<file path="src/rtl/clock_period_meter.sv">
// clock_period_meter: measures period and high time of a slow async square wave in clk cycles
// Ports: clk, rst_n (async, active-low); meas_in (async input);
//   period, high_time (CNT_W-bit counts); valid (1-cycle update pulse);
//   locked; in_tol (|period-EXPECT| <= TOL while locked); timeout (1-cycle loss-of-signal pulse)
module clock_period_meter #(
  parameter int CNT_W       = 32,
  parameter int SYNC_STAGES = 2,
  parameter int TIMEOUT     = 100000000,
  parameter int EXPECT      = 10000,
  parameter int TOL         = 2
) (
  input  logic             clk,
  input  logic             rst_n,
  input  logic             meas_in,
  output logic [CNT_W-1:0] period,
  output logic [CNT_W-1:0] high_time,
  output logic             valid,
  output logic             locked,
  output logic             in_tol,
  output logic             timeout
);
  typedef enum logic [1:0] {IDLE, ARM, LOCKED} state_t;
  localparam int CW = CNT_W + 1;
  localparam logic [CNT_W-1:0] TMAX = CNT_W'(TIMEOUT);
  localparam logic [CW-1:0] LO = CW'(EXPECT);
  localparam logic [CW-1:0] HI = CW'(EXPECT + TOL);
  localparam logic [CW-1:0] TW = CW'(TOL);
  state_t state, state_n;
  logic [SYNC_STAGES-1:0] sync;
  logic [CNT_W-1:0] cnt, cnt_n, hcnt;
  logic s, s_d, rise, fall, expire, meas, tol_n;
  always_comb begin
    s = sync[SYNC_STAGES-1];
    rise = s & ~s_d;
    fall = ~s & s_d;
    expire = state != IDLE && cnt == TMAX && !rise;
    meas = state != IDLE && rise;
    // lower bound written as cnt+TOL >= EXPECT so it never underflows
    tol_n = ({1'b0, cnt} + TW >= LO) && ({1'b0, cnt} <= HI);
    state_n = rise ? (state == IDLE ? ARM : LOCKED) : expire ? IDLE : state;
    // cnt is cleared on expiry, so it never exceeds TMAX
    cnt_n = rise ? CNT_W'(1) : (state == IDLE || expire) ? '0 : cnt + CNT_W'(1);
  end
  always_ff @(posedge clk or negedge rst_n) begin
    if (!rst_n) begin
      sync <= '0;
      s_d <= 1'b0;
      state <= IDLE;
      cnt <= '0;
      hcnt <= '0;
      period <= '0;
      high_time <= '0;
      valid <= 1'b0;
      locked <= 1'b0;
      in_tol <= 1'b0;
      timeout <= 1'b0;
    end else begin
      sync <= {sync[SYNC_STAGES-2:0], meas_in};
      s_d <= s;
      state <= state_n;
      cnt <= cnt_n;
      valid <= meas;
      timeout <= expire;
      if (fall && state != IDLE) hcnt <= cnt;
      if (meas) begin
        period <= cnt;
        high_time <= hcnt;
        in_tol <= tol_n;
        locked <= 1'b1;
      end else if (expire) begin
        period <= '0;
        high_time <= '0;
        in_tol <= 1'b0;
        locked <= 1'b0;
      end
    end
  end
endmodule

</file>
<file path="config.mk">
export PLATFORM = sky130hd
export DESIGN_NAME = clock_period_meter
export DESIGN_NICKNAME = d
export VERILOG_FILES = /design/src/rtl/clock_period_meter.sv
export SDC_FILE = /design/constraint.sdc
export NUM_CORES = 1
export LEC_CHECK = 0
export ABC_AREA = 1
export CORE_MARGIN = 5
export CORE_UTILIZATION = 40
export DETAILED_ROUTE_END_ITERATION = 12
export DONT_BUFFER_PORTS = 1
export GPL_TIMING_DRIVEN = 0
export HOLD_SLACK_MARGIN = 0.03
export RECOVER_POWER = 25
export SYNTH_ARGS = -nofsm -noshare
export SYNTH_HDL_FRONTEND = slang
export SYNTH_SLANG_ARGS = --single-unit
</file>
<file path="constraint.sdc">
create_clock -name clk -period 3.2 [get_ports clk]
set_input_delay 0.64 -clock clk [delete_from_list [all_inputs] [get_ports clk]]
set_output_delay 0.64 -clock clk [all_outputs]
set_load 0.02 [all_outputs]
</file>
==> results.md <==
- Status: complete, but fails checks
- Failing checks: hold timing
- Ranking of synthesized cells by area: dfrtp_1, nand2_1, nor2_1
- Flops & latches, synth: 137
- DIE WIDTH: around 140 um
- Crit share post-route: 0.857
- R2r startpoint: cnt[0]
- Worst-Margin Slew: just under 0.8 ns
- Global route total overflow: 0
- Worst-case clock buffer depth: 2
- Critical path type: reg2reg
- Final min period: about 2.7 ns
- Most common library cells after synthesis: nand2_1, dfrtp_1, nor2_1
- N_diodes: 0
- Arr. time, crit path: approximately 3.1 ns
- H-tree depth: 4
- Net Count, Synth: between 800 and 900
- WL final: 18000 um
- Overall Global Routing Usage: 0.205
- Final setup skew: 0.00670 ns
- # DRC: 0
- Power Density: slightly above 600 nW/um^2
- Initial core utilization: 0.408
- Leak: 3.41 nW
- Top_reg_cell synth: dfrtp_1
- Largest net degree at the start of global routing: 138
- CTS tree: done
- Share of cells above drive strength 1: 0.0771
- Crit path from: cnt[0]
- Unique masters post-synth: 35
- RSZ-0062 raised after global routing: false
- Post-CTS Resized: 0
- Hold Path Class: in2async
- Clk_lat worst skew: approximately 0.43 ns
- Synth Warn #: 0
- Slew HR: 0.468
- Nets: 837
- Max cap viols: 0
- Final antenna-violating net count: 0
- IO Port Bufs: 0
- Fmax: ~360 MHz
- Synthesized cell area: 6450 um^2
- Total core area: 15800 um^2
- Drt pass-1 iters: 5
- Setup TNS Final: 0 ns
- Fin. Hold Viols: ~140
- Std cell rows: 46
- Sink Count: 137
- Ys async rst share: 1.00
- Max-slew violation count: 0
- Vias in the first global route: 5182
- # IOs: 71
- Critical path fanouts, max: 18
- Die H: 137 um
- Avg WL per Cell: approximately 17 um
- Routed vias: between 5000 and 6000
- Post-synth EDFFs: 0
- Initial antenna violation count: 0
- CP Capture Type: register
- Root buf cell: clkbuf_16
- P&R area growth vs syn: 13.3%
- HPWL Detailed: 13300 um
- Most numerous cell in the Yosys netlist: nand2_1
- Worst hold margin: -0.0865 ns
- Avg Cell Area, Syn: 7.95 um^2
- Post-synth top area cell: dfrtp_1
- Post CTS Setup Buffer Count: 0
- Cells after Synth: 812
- Pwr Total: 4.53 mW
- Num CTS Buffers: 17
- Final setup fails: 0
- Drt initial violations: 455
- VDD IR max: 0.399 mV
- Startpoint Class: register
- CP Data Required Time: 3.54 ns
- Yosys top cell area share: 0.531
- First-pass GRT wire length: 29100 um
- GP Congestion: about 0.93
- Clk slew on worst S/H paths: 0.06 ns
- Vias per cell: 5.08
- Sequential share of the synthesized area: 0.531
- Die area: 18800 um^2
==> layout by cell type (no fill, tap or decap), types with 2 or more instances in the layout <==
cell type  netlist  final
inv_6            0      2
clkinv_2         0      2
nor2_1          96     96
buf_2            3      3
a211oi_1         5      5
inv_1           57     57
nor3b_1          2      2
nor4_1           2      2
nand3_1         34     34
ha_1             4      4
bufinv_16        0      2
xor2_1          13     13
inv_2            4      4
clkbuf_16        0     17
o21ai_0         58     58
nor2_2           5      5
o21ai_1         17     17
dfrtp_1        137    137
clkinv_4         0      2
clkbuf_1        14     16
a21oi_1          9      9
clkbuf_8         0      3
buf_6            7      7
nand4_1          7      7
nand2_2         11     11
nand2_1        297    297
nor3_1          16     16
==> layer usage <==
layer	part of all wire	wire length [um]	up-vias	GRT usage
met1	0.46	8230	2574	0.280
met5	0	0	-	0
met4	0.025	450	0	0.0815
met2	0.45	8120	161	0.314
met3	0.064	1160	31	0.0493
li1	-	-	2618	-
==> path summary, 6_finish.rpt <==
kind                       cells past startpoint  slack (ns)    endpoint
setup / recovery                              13        0.46  period[23]
hold / removal                                 0       -0.09      cnt[1]
setup reg to reg                              13        0.46  period[23]
hold reg to reg                                0        0.35     sync[1]
max in group asynchronous                      0        3.04    hcnt[29]
min in group clk                               0        0.24     sync[0]
==> power by group <==
part | internal [mW] | switching (mW)
sequential | 1.88 | 0.241
combinational | 0.138 | 0.309
clock | 1.21 | 0.751
==> logic make-up (layout without fill, tap and decap cells) <==
group	Yosys count	in the layout	synth area share
simple gates	478	478	0.308
compound gates	93	93	0.0758
xor+xnor	13	13	0.0176
fa+ha+maj	4	4	0.00776
flops	137	137	0.531
buf+inv	87	118	0.0593
==> area by class of cell <==
cell class | count | area [um^2]
plain buffers | 24 | 146
clock inverters | 9 | 113
clock buffers | 23 | 478
flip-flops and latches | 137 | 3430
multi-input cells | 588 | 2640
fillers | 1601 | 8520
well taps | 216 | 270
inverters | 62 | 233
==> worst max-delay path: stages (launching register included) <==
cell and delay [ns]:
dfrtp_1 0.51, clkinv_1 0.59, ha_1 0.45, nand4_1 0.10, nor2_1 0.06, nand4_2 0.10
or2_1 0.12, buf_6 0.12, nand2_4 0.05, inv_2 0.06, buf_6 0.17, buf_6 0.19
nand2_1 0.06, o21ai_1 0.08
==> registers in the layout (all words and copies together) (netlist names) <==
signal	count
cnt	32
hcnt	32
high_time	32
in_tol	1
locked	1
period	32
s_d	1
state	2
sync	2
timeout	1
valid	1
==> metrics by stage <==
stage	setup WS [ns]	hold slack [ns]	cell area, um^2	instances	utilization
2_1_floorplan	0.929	0.331	6450	812	-
3_3_place_gp	0.128	0.336	6720	1028	0.425
3_5_place_dp	0.124	0.336	6720	1028	0.425
4_1_cts	0.106	-0.103	7310	1060	0.462
5_1_grt	0.0815	-0.100	7310	1059	0.462
6_report	0.457	-0.0865	7310	1059	0.462
(Power assumes the default switching activity.)
